--- src/rtl/display_bcd_driver_if.sv ---
// Display value interface: producer presents a value with a load request,
// the driver returns conversion status and the segment pattern.
interface display_bcd_driver_if #(
  parameter int WIDTH  = 32,
  parameter int DIGITS = 8
);
  logic [WIDTH-1:0]    value_in;
  logic                load;
  logic                busy;
  logic                done;
  logic                overflow;
  logic [7*DIGITS-1:0] hex_out;

  modport master (
    output value_in, load,
    input  busy, done, overflow, hex_out
  );

  modport slave (
    input  value_in, load,
    output busy, done, overflow, hex_out
  );
endinterface

--- src/rtl/display_bcd_driver.sv ---
// Binary-to-decimal seven-segment driver: sequential double-dabble, one shift
// per clock, with a one-deep pending request and leading-zero blanking.
module display_bcd_driver #(
  parameter int WIDTH    = 32,
  parameter int DIGITS   = 8,
  parameter int BLANK_LZ = 1
) (
  input logic clk,
  input logic reset,
  display_bcd_driver_if.slave bus
);

  localparam int BCD_D = 10;
  localparam int BCD_W = 4 * BCD_D;
  localparam int CNT_W = $clog2(WIDTH + 1);

  typedef enum logic [1:0] {IDLE, CONVERT, UPDATE} state_t;

  state_t              state_q;
  logic [WIDTH-1:0]    bin_q, bin_d;
  logic [WIDTH-1:0]    pend_q;
  logic                pend_vld_q;
  logic [BCD_W-1:0]    bcd_q, bcd_d;
  logic [CNT_W-1:0]    cnt_q;
  logic                busy_q, done_q, ovf_q, ovf_d;
  logic [7*DIGITS-1:0] hex_q, hex_d;
  logic                seen;
  logic [3:0]          nib;

  function automatic logic [6:0] seg7(input logic [3:0] d);
    case (d)
      4'd0:    seg7 = 7'b1000000;
      4'd1:    seg7 = 7'b1111001;
      4'd2:    seg7 = 7'b0100100;
      4'd3:    seg7 = 7'b0110000;
      4'd4:    seg7 = 7'b0011001;
      4'd5:    seg7 = 7'b0010010;
      4'd6:    seg7 = 7'b0000010;
      4'd7:    seg7 = 7'b1111000;
      4'd8:    seg7 = 7'b0000000;
      4'd9:    seg7 = 7'b0010000;
      default: seg7 = 7'b1111111;
    endcase
  endfunction

  // Nibbles never exceed 9 here, so the 4-bit add cannot carry out.
  function automatic logic [BCD_W-1:0] add3(input logic [BCD_W-1:0] b);
    logic [BCD_W-1:0] r;
    logic [3:0]       n;
    r = b;
    for (int i = 0; i < BCD_D; i++) begin
      n = b[4*i +: 4];
      r[4*i +: 4] = (n >= 4'd5) ? n + 4'd3 : n;
    end
    return r;
  endfunction

  always_comb begin
    logic [BCD_W-1:0] adj;
    adj   = add3(bcd_q);
    bcd_d = {adj[BCD_W-2:0], bin_q[WIDTH-1]};
    bin_d = {bin_q[WIDTH-2:0], 1'b0};
  end

  // Digits above the display width only matter as an overflow indication.
  always_comb begin
    ovf_d = 1'b0;
    hex_d = '1;
    seen  = 1'b0;
    nib   = '0;
    for (int i = DIGITS; i < BCD_D; i++)
      if (bcd_q[4*i +: 4] != 4'd0) ovf_d = 1'b1;
    for (int k = DIGITS - 1; k >= 0; k--) begin
      nib = bcd_q[4*k +: 4];
      if (nib != 4'd0) seen = 1'b1;
      if (ovf_d)
        hex_d[7*k +: 7] = 7'b0111111;
      else if (BLANK_LZ != 0 && !seen && k != 0)
        hex_d[7*k +: 7] = 7'b1111111;
      else
        hex_d[7*k +: 7] = seg7(nib);
    end
  end

  always_ff @(posedge clk) begin
    if (reset) begin
      state_q    <= IDLE;
      pend_vld_q <= 1'b0;
      busy_q     <= 1'b0;
      done_q     <= 1'b0;
      ovf_q      <= 1'b0;
      hex_q      <= '1;
      cnt_q      <= '0;
    end else begin
      done_q <= 1'b0;
      case (state_q)
        IDLE: begin
          if (bus.load) begin
            bin_q   <= bus.value_in;
            bcd_q   <= '0;
            cnt_q   <= '0;
            busy_q  <= 1'b1;
            state_q <= CONVERT;
          end
        end
        CONVERT: begin
          bin_q <= bin_d;
          bcd_q <= bcd_d;
          cnt_q <= cnt_q + 1'b1;
          if (cnt_q == CNT_W'(WIDTH - 1)) state_q <= UPDATE;
          if (bus.load) begin
            pend_q     <= bus.value_in;
            pend_vld_q <= 1'b1;
          end
        end
        UPDATE: begin
          hex_q  <= hex_d;
          ovf_q  <= ovf_d;
          done_q <= 1'b1;
          bcd_q  <= '0;
          cnt_q  <= '0;
          // A load arriving now is newer than any pending value, so it wins.
          if (bus.load) begin
            bin_q      <= bus.value_in;
            pend_vld_q <= 1'b0;
            state_q    <= CONVERT;
          end else if (pend_vld_q) begin
            bin_q      <= pend_q;
            pend_vld_q <= 1'b0;
            state_q    <= CONVERT;
          end else begin
            busy_q  <= 1'b0;
            state_q <= IDLE;
          end
        end
        default: state_q <= IDLE;
      endcase
    end
  end

  assign bus.busy     = busy_q;
  assign bus.done     = done_q;
  assign bus.overflow = ovf_q;
  assign bus.hex_out  = hex_q;

endmodule

--- src/flat_wrapper.sv ---
// flat-port wrapper written by rule: the top's interface ports become plain ports
module display_bcd_driver_flat 
#(
  parameter int WIDTH    = 32,
  parameter int DIGITS   = 8,
  parameter int BLANK_LZ = 1
)
  (clk, reset, bus_value_in, bus_load, bus_busy, bus_done, bus_overflow, bus_hex_out);
  display_bcd_driver_if #(.WIDTH(WIDTH), .DIGITS(DIGITS)) bus_i ();
  input logic clk;
  input logic reset;
  input wire logic [$bits(bus_i.value_in)-1:0] bus_value_in;
  input wire logic [$bits(bus_i.load)-1:0] bus_load;
  output wire logic [$bits(bus_i.busy)-1:0] bus_busy;
  output wire logic [$bits(bus_i.done)-1:0] bus_done;
  output wire logic [$bits(bus_i.overflow)-1:0] bus_overflow;
  output wire logic [$bits(bus_i.hex_out)-1:0] bus_hex_out;
  assign bus_i.value_in = bus_value_in;
  assign bus_i.load = bus_load;
  assign bus_busy = bus_i.busy;
  assign bus_done = bus_i.done;
  assign bus_overflow = bus_i.overflow;
  assign bus_hex_out = bus_i.hex_out;
  display_bcd_driver #(.WIDTH(WIDTH), .DIGITS(DIGITS), .BLANK_LZ(BLANK_LZ)) u_core (.clk(clk), .reset(reset), .bus(bus_i));
endmodule
--- config.mk ---
export PLATFORM = sky130hd
export DESIGN_NAME = display_bcd_driver_flat
export DESIGN_NICKNAME = d
export VERILOG_FILES = /design/src/rtl/display_bcd_driver_if.sv /design/src/rtl/display_bcd_driver.sv /design/src/flat_wrapper.sv
export SDC_FILE = /design/constraint.sdc
export NUM_CORES = 1
export LEC_CHECK = 0
export CORE_ASPECT_RATIO = 1.4
export CORE_MARGIN = 3
export CORE_UTILIZATION = 55
export DETAILED_ROUTE_END_ITERATION = 10
export GPL_ROUTABILITY_DRIVEN = 1
export PLACE_DENSITY = 0.8
export RECOVER_POWER = 50
export SLEW_MARGIN = 30
export SYNTH_ARGS = -nofsm -noshare
export SYNTH_HDL_FRONTEND = slang
export SYNTH_SLANG_ARGS = --single-unit
export TNS_END_PERCENT = 1
--- constraint.sdc ---
create_clock -name clk -period 4.3 [get_ports clk]
set_clock_uncertainty 0.1 [all_clocks]
set_input_delay 0.86 -clock clk [delete_from_list [all_inputs] [get_ports clk]]
set_output_delay 0.86 -clock clk [all_outputs]
set_load 0.005 [all_outputs]
---- Yosys cells after proc, flatten, opt, wreduce, memory -nomap -nowiden ----
Memories as Yosys holds them, arrays and structs flattened. A register that Yosys moved wholly into a read port is not among the register bits.
Index checks and enable logic that the tools add are counted.
storage, ports and cells
  register bits ........................... 172
  memory bits (read-only) ................. 896
  input bits .............................. 35
  output and inout bits ................... 59
  logic and storage cells ................. 130
  memories kept ........................... 8
cells by class
  add/sub/neg operators ................... 11
  order comparisons ....................... 10
  equality and inequality tests ........... 9
  multiplexer cells ....................... 61
  bitwise operators ....................... 1
  reduce and logical (&&, ||, !) cells .... 20
memories
  name             depth  bits a word  read ports  clocked after memory_dff  write ports  RTL line                  RTL
  (no name shown)  16     7            1           1                         0            display_bcd_driver.sv:31  case (d)
  (no name shown)  16     7            1           1                         0            display_bcd_driver.sv:31
  (no name shown)  16     7            1           1                         0            display_bcd_driver.sv:31
  (no name shown)  16     7            1           1                         0            display_bcd_driver.sv:31
  (no name shown)  16     7            1           1                         0            display_bcd_driver.sv:31
  (no name shown)  16     7            1           1                         0            display_bcd_driver.sv:31
  +2 memories      n/a    n/a          n/a         n/a                       n/a          n/a
operators by type and width
  kind                 number
  $pmux 40 s3          1
  $mux 7               15
  $mux 32              3
  $pmux 32 s3          1
  $mux 4               17
  $ge 4x3->1 const B   10
  $mux 40              1
  $add 4x2->4 const B  9
  $reduce_bool 4->1    9
  $pmux 6 s3           1
  $mux 1               14
  $ne 2x2->1 const B   4
  $reduce_and 4->1     2
  $add 6x1->6 const B  1
  $eq 6x5->1 const B   1
  $mux 2               3
  $mux 6               1
  $pmux 2 s3           1
  $reduce_and 2->1     3
  $reduce_and 3->1     2
  $pmux 1 s2           2
  $reduce_bool 2->1    2
  $add 3x2->3 const B  1
  $mux 3               1
  other kinds (7)      7

---- Longest topological paths before layout ----
Gate-level depths: netlist of run 1.
  depth after elaboration ................. 10
  mapped depth ............................ 15
  mapped depth without buffers ............ 11

---- Worst setup path before layout of run 1 ----
OpenSTA, ideal clock, no wires.
  path type ............................... input to register
  start ................................... input reset
  end ..................................... register u_core.bin_q[0], enable pin
  library setup time ...................... 0.432 ns
  arrival ................................. 3.486 ns
  data required time ...................... 3.768 ns
  slack ................................... 0.282 ns
  stages on the path ...................... 6
  path buffers ............................ 4
  path through ............................ clkbuf_1 or3_1 buf_2 buf_2 buf_1 a21oi_1
on the way
  longest elaborated chain between the ends .. 2
ends and longest elaborated chain
  element                            RTL line                   RTL
  start, declared                    flat_wrapper.sv:11         input logic reset;
  $not 1->1 (no source line)         n/a
  $reduce_and 4->1 (no source line)  n/a
  end signal, assigned               display_bcd_driver.sv:99   bin_q <= bus.value_in;
  end signal, assigned               display_bcd_driver.sv:107  bin_q <= bin_d;
  end signal, assigned               display_bcd_driver.sv:124  bin_q <= bus.value_in;
  end, declared                      display_bcd_driver.sv:20   logic [WIDTH-1:0] bin_q, bin_d;
Every way passes these cells.
A chain may end at the register's enable or synchronous reset.

---- Worst setup path after layout of run 1 ----
  start ................................... input bus_load
  end ..................................... register u_core.bin_q[24] (data pin)
on the way
  longest elaborated chain between the ends .. 2
ends and longest elaborated chain
  element               RTL line                   RTL
  start, declared       flat_wrapper.sv:13         input wire logic [$bits(bus_i.load)-1:0] bus_load;
  $mux 32               display_bcd_driver.sv:123  if (bus.load) begin
  $pmux 32 s3           display_bcd_driver.sv:96   case (state_q)
  end signal, assigned  display_bcd_driver.sv:99
  end signal, assigned  display_bcd_driver.sv:124
  end signal, assigned  display_bcd_driver.sv:128  bin_q <= pend_q;
Every way passes these cells.

==> flow_summary.ini, run 1 <==
[outcome]
status = complete, but fails checks
failed_checks = max-capacitance violations, max-slew violations

[final_layout]
nets = 1360
fill_cells = 1628
area_growth_syn_to_layout_pct = 15.7
final_cells = 1523
diodes = 0
drive_gt1_share_pct = 5.60

[floorplanning]
rows = 62
die_h_um = 179
die_x_um = 130
io_pins = 94
core_mm2 = 0.0208
die-area_mm2 = 0.0232
start_util_pct = 56.5

[clock_network]
tritoncts = built
cts_max_level = 1
cts_num_sinks = 228
worst_skew_pair.late_latency_ns = 0.51
cts_setup_buffers = 0
cts.clk_slew.worst_paths_ns = 0.06
cts_buffer_depth = 3
holdBufCountCts = 0
ctsRootBufferMaster = clkbuf_16
post_cts_resized = 0
cts_buffers = 23

[synthesis]
yosysSeqAreaShare_pct = 47.7
synth_compound_area_share_pct = 20.5
synth_cell_types = 57
synth_simple_gate_area_share_pct = 15.1
ys_ff_latch = 228
synthMuxAreaShare_pct = 0.777
synthCells = 1185
synth_top_cell_by_area = edfxtp_1
synth_top_family_by_area = compound AO/OA/AOI/OAI gates
synth_flop_cell = dfxtp_1
synth_fp_nets = 1294
synth_area_mm2 = 0.0118
synth_top_area_share_pct = 26.6
synthArstFlopShare_pct = 0
synth_top_cells_by_area = edfxtp_1, dfxtp_1, ha_1
synthAdderAreaFrac_pct = 7.88
ys.warnings.count = 0
avgSynthCellArea_um2 = 9.92
synth_xor_area_share_pct = 3.32
synth_edf_count = 104

[sta]
layout_min_cycle_time_ns = 3.74
tightest_slew_ns = 2.16
finalCritPeriodShare_pct = 87.1
rsz0062_at_grt = no
report.final.setup_viol = 0
finalHoldViolCount = 0
fin_setup_tns_ns = 0
slew_viol_final = 100
max_slew_margin_pct = -44.2
fmaxAchievable_mhz = 267

[job]
drv_cap = 3

[power]
peakVddDrop_mv = 0.306
power_uw = 8560
powerDensity_mw_per_mm2 = 630
p_leak_uw = 0.00494

[placement]
dp_hpwl_um = 18900
io_buffers = 93
gp_congestion = 0.906
dp.cells = 1482

[detailed_routing]
drtIter0Drc = 577
drcViolationCount = 0
wl_per_cell_um = 18.6
drt-total-wl_um = 28300
postRouteAntennaNets = 0
firstDrtPassIters = 5
viasPerCell = 6.08
dr_total_vias = 9259

[hold_path]
holdCritPathClass = flip-flop to flip-flop

[global_routing]
grt-ovfl-total = 0
grt_pass1_vias = 9159
grt_start_max_net_pins = 65
grt_pass1_wl_um = 45100
grt_use_total_pct = 23.8
grt_antenna_before_repair = 0

[worst_setup_path]
slowest_stage = clkbuf_1
cp.required_ns = 4.32
critPathMaxFanout = 39
crit_type = input port to flip-flop
arrival_ns = 3.77
cp_cell_sequence = dlygate4sd3_1 > clkbuf_1 > nor2b_2 > buf_4 > a22oi_1 > o21ai_0
cp-start-kind = input port
slowest_delay_ns = 1.38
critPathTopFamily = buffers and inverters
worst-path-buf-inv = 3
crit_path_end_kind = flip-flop
-- metal layers --
metal | share of wire, % | track usage (%)
met3 | 6.0 | 3.70
met1 | 40 | 28.1
met2 | 51 | 43.4
met5 | 0 | 0
met4 | 3.2 | 8.93
-- where the power goes --
part	switching, uW	internal [uW]	leakage, uW
Combinational	1940	1220	0.00254
Sequential	338	2970	0.00201
Clock	818	1280	0.000388
Total	3100	5470	0.00494
-- through the flow --
stage	setup slack [ns]	hold WS (ns)	utilization, %	instance area, um2
finish	0.556	0.350	65.4	13600
detailed placement	0.592	0.338	61.8	12800
floorplan	0.282	0.321	-	11800
global placement	0.691	0.329	61.7	12800
CTS	1.07	0.353	65.6	13600
global route	0.399	0.379	65.4	13600
-- layout by cell type (no fill, tap or decap), types with 33 or more instances in the layout --
cell type | Yosys | layout
o21ai_0 | 74 | 74
ha_1 | 74 | 74
dlygate4sd3_1 | 0 | 92
nor3_1 | 33 | 33
nor2b_1 | 43 | 42
dfxtp_1 | 124 | 124
nor2_1 | 60 | 60
nand2b_1 | 50 | 50
nand2_1 | 72 | 72
inv_1 | 59 | 60
a21oi_1 | 115 | 114
edfxtp_1 | 104 | 104
a22oi_1 | 44 | 44
-- path summary, 6_finish.rpt --
path	slack [ns]	from	depth (start not counted)	to
setup / recovery	0.56	bus_load	6	u_core.bin_q[24]$_DFFE_PP_
hold / removal	0.35	flip-flop	2	u_core.bus.hex_out[2]$_SDFFE_PP1P_
setup reg to reg	0.75	u_core.bcd_q[32]$_SDFFCE_PP0N_	7	u_core.bus.hex_out[30]$_SDFFE_PP1P_
hold reg to reg	0.35	flip-flop	2	u_core.bus.hex_out[2]$_SDFFE_PP1P_
-- area by class of cell --
class,count,area [um2],share of cell area (%)
clock inverter,9,144,1.06
clock buffer,32,642,4.72
inverter,60,225,1.66
multi-input combinational,825,5590,41.1
timing repair buffer,113,1070,7.90
sequential,228,5610,41.2
tap,256,320,2.36
-- worst min-delay path, cell delays in order, from the launching register on --
cell and delay [ns]:
dfxtp_1 0.31, mux2i_1 0.06, nand2_1 0.05
-- synthesized netlist by cell type (43+ instances only) --
master      n
nor2_1     60
ha_1       74
edfxtp_1  104
clkbuf_1   46
nand2b_1   50
inv_1      59
dfxtp_1   124
nor2b_1    43
a21oi_1   115
nand2_1    72
a22oi_1    44
o21ai_0    74
-- logic make-up after synthesis --
| kind of cell | after synthesis |
|---|---|
| buffers and inverters | 132 |
| DFF | 228 |
| AOI/OAI and AO/OA | 375 |
| and+or+nand+nor | 335 |
| xor gates and xnor gates | 32 |
| adders and majority gates | 74 |
| muxes | 9 |
Power figures use the tool's default switching activity.
==> inputs of run 2 (changes only) <==
--- a/config.mk
+++ b/config.mk
@@ -6,7 +6,7 @@
 export NUM_CORES = 1
 export LEC_CHECK = 0
 export CORE_ASPECT_RATIO = 1.4
-export CORE_MARGIN = 3
+export CORE_MARGIN = 8
 export CORE_UTILIZATION = 55
 export DETAILED_ROUTE_END_ITERATION = 10
 export GPL_ROUTABILITY_DRIVEN = 1
==> flow_summary.ini, run 2 (same netlist as run 1, synthesis figures left out) <==
[final_layout]
area_growth_syn_to_layout_pct = 16.6
drive_gt1_share_pct = 6.42
final_cell_mix = dfxtp_1, a21oi_1, edfxtp_1
final_cell_area_mm2 = 0.0137
final_common_cell = dfxtp_1
fill_cells = 1638
nets = 1368
diodes = 0

[worst_setup_path]
crit_path_end_kind = flip-flop
crit_type = input port to flip-flop
cp.required_ns = 4.33
cp-start-kind = input port
slowest_delay_ns = 1.36
slowest_stage = clkbuf_1
arrival_ns = 3.66
critPathMaxFanout = 39
cp_cell_sequence = clkdlybuf4s50_1 > clkbuf_1 > nor2b_2 > buf_4 > a22oi_1 > o21ai_0

[detailed_routing]
viasPerCell = 6.07
drcViolationCount = 0
postRouteAntennaNets = 0
drt-total-wl_um = 28800
wl_per_cell_um = 18.8
dr_total_vias = 9330
firstDrtPassIters = 5
drtIter0Drc = 698

[placement]
dp_hpwl_um = 19400
gp_congestion = 0.961
io_buffers = 93
dpl_cell_area_mm2 = 0.0129

[sta]
finalCritPeriodShare_pct = 84.4
report.final.setup_viol = 0
fin_setup_tns_ns = 0
tightest_slew_ns = 2.28
fmaxAchievable_mhz = 275
finalHoldViolCount = 0
slew_viol_final = 90
layout_min_cycle_time_ns = 3.63
max_slew_margin_pct = -51.9
rsz0062_at_grt = no

[clock_network]
cts_setup_buffers = 0
cts_buffers = 24
holdBufCountCts = 0
cts_max_level = 1
post_cts_resized = 0
cts.clk_slew.worst_paths_ns = 0.06
cts_num_sinks = 228
cts_buffer_depth = 3
worst_skew_pair.late_latency_ns = 0.52
tritoncts = built
ctsRootBufferMaster = clkbuf_16

[outcome]
status = complete, but fails checks
failed_checks = max-capacitance violations, max-slew violations

[global_routing]
grt-ovfl-total = 0
grt_pass1_wl_um = 47300
grt_antenna_before_repair = 0
grt_pass1_vias = 9150
grt_start_max_net_pins = 70
grt_use_total_pct = 21.5

[job]
drv_cap = 2

[hold_path]
holdCritPathClass = flip-flop to flip-flop

[floorplanning]
io_pins = 94
die-area_mm2 = 0.0264
start_util_pct = 55.8
rows = 63
core_mm2 = 0.0210
die_x_um = 140
die_h_um = 189

[power]
p_leak_uw = 0.00500
power_uw = 8680
powerDensity_mw_per_mm2 = 633
peakVddDrop_mv = 0.370
-- run 2: cell types whose count changed in the layout (fill, tap and decap cells not counted), moves of 2 or more --
cell / previous run / this run
clkdlybuf4s50_1: 0 / 3
clkbuf_16: 24 / 27
buf_4: 15 / 20
clkbuf_8: 1 / 3
clkinv_1: 1 / 3
clkbuf_1: 9 / 5
bufinv_16: 4 / 2
clkinv_4: 0 / 2
dlygate4sd3_1: 92 / 89
-- run 2: cell type report --
type / instances / area (um2) / area share (%)
clock buffers: 30 / 717 / 5.23
clock inverters: 14 / 128 / 0.931
inverters: 60 / 225 / 1.64
multi-input cells: 825 / 5590 / 40.8
flip-flops and latches: 228 / 5610 / 40.9
well taps: 260 / 325 / 2.37
repair buffers: 120 / 1120 / 8.17
-- run 2: final timing paths --
kind | end | slack (ns) | cells after the start | from
max reg2reg | u_core.bin_q[24]$_DFFE_PP_ | 0.81 | 5 | u_core.state_q[0]$_SDFFE_PP0P_
max | u_core.bin_q[24]$_DFFE_PP_ | 0.67 | 6 | bus_load
min | u_core.bus.hex_out[4]$_SDFFE_PP1P_ | 0.35 | 2 | flip-flop
min reg2reg | u_core.bus.hex_out[4]$_SDFFE_PP1P_ | 0.35 | 2 | flip-flop
-- run 2: metal layers --
metal	part of all wire (%)	routed length (um)	GRT usage, %
met1	40	11600	25.5
met2	51	14700	39.2
met3	6.2	1790	3.48
met4	2.7	778	6.58
met5	0	0	0
-- run 2: critical path: cells and delay by family --
kind | cells | cell delay (ns)
and+or+nand+nor | 1 | 0.21
buffers and inverters | 3 | 2.19
AOI/OAI and AO/OA | 2 | 0.36
-- run 2: metrics by stage --
step           instances  util [%]  setup WS [ns]  hold slack [ns]
4_1_cts             1537      65.3           1.12            0.347
2_1_floorplan       1185         -          0.282            0.321
3_3_place_gp        1493      61.3          0.685            0.330
6_report            1537      65.1          0.670            0.347
5_1_grt             1537      65.1          0.494            0.376
3_5_place_dp        1493      61.3          0.623            0.333
-- run 2: power by group --
group	switching, uW	leakage (uW)	total (uW)	internal, uW
clock	884	0.000425	2190	1310
combinational	1960	0.00256	3190	1230
sequential	334	0.00201	3300	2960
==> inputs of run 3 (changes only) <==
==> constraint.sdc (replaced) <==
create_clock -name clk -period 3.79 [get_ports clk]
set_clock_uncertainty 0.1 [all_clocks]
set_input_delay 0.758 -clock clk [delete_from_list [all_inputs] [get_ports clk]]
set_output_delay 0.758 -clock clk [all_outputs]
set_load 0.005 [all_outputs]
==> flow_summary.ini, run 3 (same netlist as run 1, synthesis figures left out) <==
[sta]
slew_viol_final = 0
finalCritPeriodShare_pct = 86.3
finalHoldViolCount = 0
max_slew_margin_pct = 15.2
fin_setup_tns_ns = 0
tightest_slew_ns = 1.27
rsz0062_at_grt = no
layout_min_cycle_time_ns = 3.27
fmaxAchievable_mhz = 306
report.final.setup_viol = 0
holdWs_ns = 0.341

[detailed_routing]
firstDrtPassIters = 5
dr_total_vias = 9401
drcViolationCount = 0
drtIter0Drc = 594
wl_per_cell_um = 19.1
postRouteAntennaNets = 0
viasPerCell = 6.12
drt-total-wl_um = 29300

[clock_network]
cts_buffer_depth = 3
tritoncts = built
cts_setup_buffers = 0
ctsRootBufferMaster = clkbuf_16
post_cts_resized = 0
cts.clk_slew.worst_paths_ns = 0.06
worst_skew_pair.late_latency_ns = 0.51
cts_max_level = 1
cts_num_sinks = 228
holdBufCountCts = 0
cts_buffers = 23

[worst_setup_path]
slowest_stage = dlygate4sd3_1
r2r_cells = 11
critPathMaxFanout = 31
arrival_ns = 3.55
cp.required_ns = 4.07
cp-start-kind = input port
worst-path-buf-inv = 3
slowest_delay_ns = 0.62
rrSetupSlack_ns = 0.52
cp_cell_sequence = dlygate4sd3_1 > nor2b_1 > or3_1 > inv_1 > buf_12 > nand3_1 > and2_1 > ha_1 > a21oi_1 > a31oi_1
crit_path_end_kind = flip-flop
crit_type = input port to flip-flop
critPathTopFamily = buffers and inverters
r2r-start = u_core.state_q[0]$_SDFFE_PP0P_

[floorplanning]
die-area_mm2 = 0.0264
rows = 63
start_util_pct = 55.8
core_mm2 = 0.0210
die_h_um = 189
io_pins = 94
die_x_um = 140

[final_layout]
final_common_cell = dfxtp_1
nets = 1369
final_cell_mix = dfxtp_1, a21oi_1, edfxtp_1
drive_gt1_share_pct = 5.72
diodes = 0
area_growth_syn_to_layout_pct = 16.6

[placement]
gp_congestion = 0.878
dp_hpwl_um = 19900
io_buffers = 93

[power]
peakVddDrop_mv = 0.479
powerDensity_mw_per_mm2 = 718
p_leak_uw = 0.00498

[global_routing]
grt_util_met3_pct = 3.05
grt_use_met1_pct = 24.5
grt_use_total_pct = 21.9
grt-ovfl-total = 0
grt_start_max_net_pins = 57
grt.busiest_layer = met2
grt_antenna_before_repair = 0
gr-usage-met2_pct = 41.9
grt_pass1_vias = 9639
grt_pass1_wl_um = 48200

[job]
drv_cap = 0

[hold_path]
min_path_cells = 2
holdCritPathClass = flip-flop to flip-flop
whs_endpoint = u_core.bus.hex_out[2]$_SDFFE_PP1P_

[outcome]
status = finished, final reports clean
[run 3: changes by cell type in the layout (fill, tap and decap cells not counted), moves of 3 or more]
cell and delta:
clkinv_2 -3, bufinv_16 +3, clkbuf_16 -4, clkbuf_1 +9, buf_4 -5, dlygate4sd3_1 +3, clkdlybuf4s50_1 -3
[run 3: through the flow]
step	util [%]	setup WS [ns]	std cells	total power, uW	cell area, um2
global placement	61.4	0.457	1495	7310	12900
floorplan	-	0.345	1185	6370	11800
detailed placement	61.4	0.361	1495	7430	12900
finish	65.1	0.518	1537	9840	13700
CTS	65.3	0.747	1537	9920	13700
global route	65.1	0.270	1537	10400	13700
[run 3: cell type report]
type                       count  area (um2)
multi-input combinational    825        5580
tap                          260         325
sequential                   228        5610
fill                        1682        7350
inverter                      60         225
clock inverter                11         181
clock buffer                  31         637
timing repair buffer         122        1140
[run 3: tightest hold or removal path: stages (launching register included)]
cell and delay (ns):
dfxtp_1 0.30, mux2i_1 0.06, nand2_1 0.06
[run 3: how the worst max path moves through the flow]
| stage | startpoint | to | slack (ns) | cells past startpoint |
|---|---|---|---|---|
| after global routing | u_core.state_q[0]$_SDFFE_PP0P_ | flip-flop | 0.27 | 12 |
| after CTS | u_core.state_q[0]$_SDFFE_PP0P_ | flip-flop | 0.75 | 12 |
| after global placement | bus_load | flip-flop | 0.46 | 10 |
| final | bus_load | flip-flop | 0.52 | 10 |
| after detailed placement | bus_load | flip-flop | 0.36 | 10 |
| after floorplan | u_core.state_q[0]$_SDFFE_PP0P_ | flip-flop | 0.35 | 14 |
[run 3: where the power goes]
part | internal [uW] | leakage (uW) | switching, uW
Clock | 1520 | 0.000402 | 933
Combinational | 1410 | 0.00256 | 2240
Sequential | 3360 | 0.00201 | 379
[run 3: per-layer routing]
metal / share of wire, % / vias up
met1: 39 / 4572
li1: - / 4469
met5: 0 / -
met2: 54 / 308
met4: 2.3 / 0
met3: 5.0 / 52
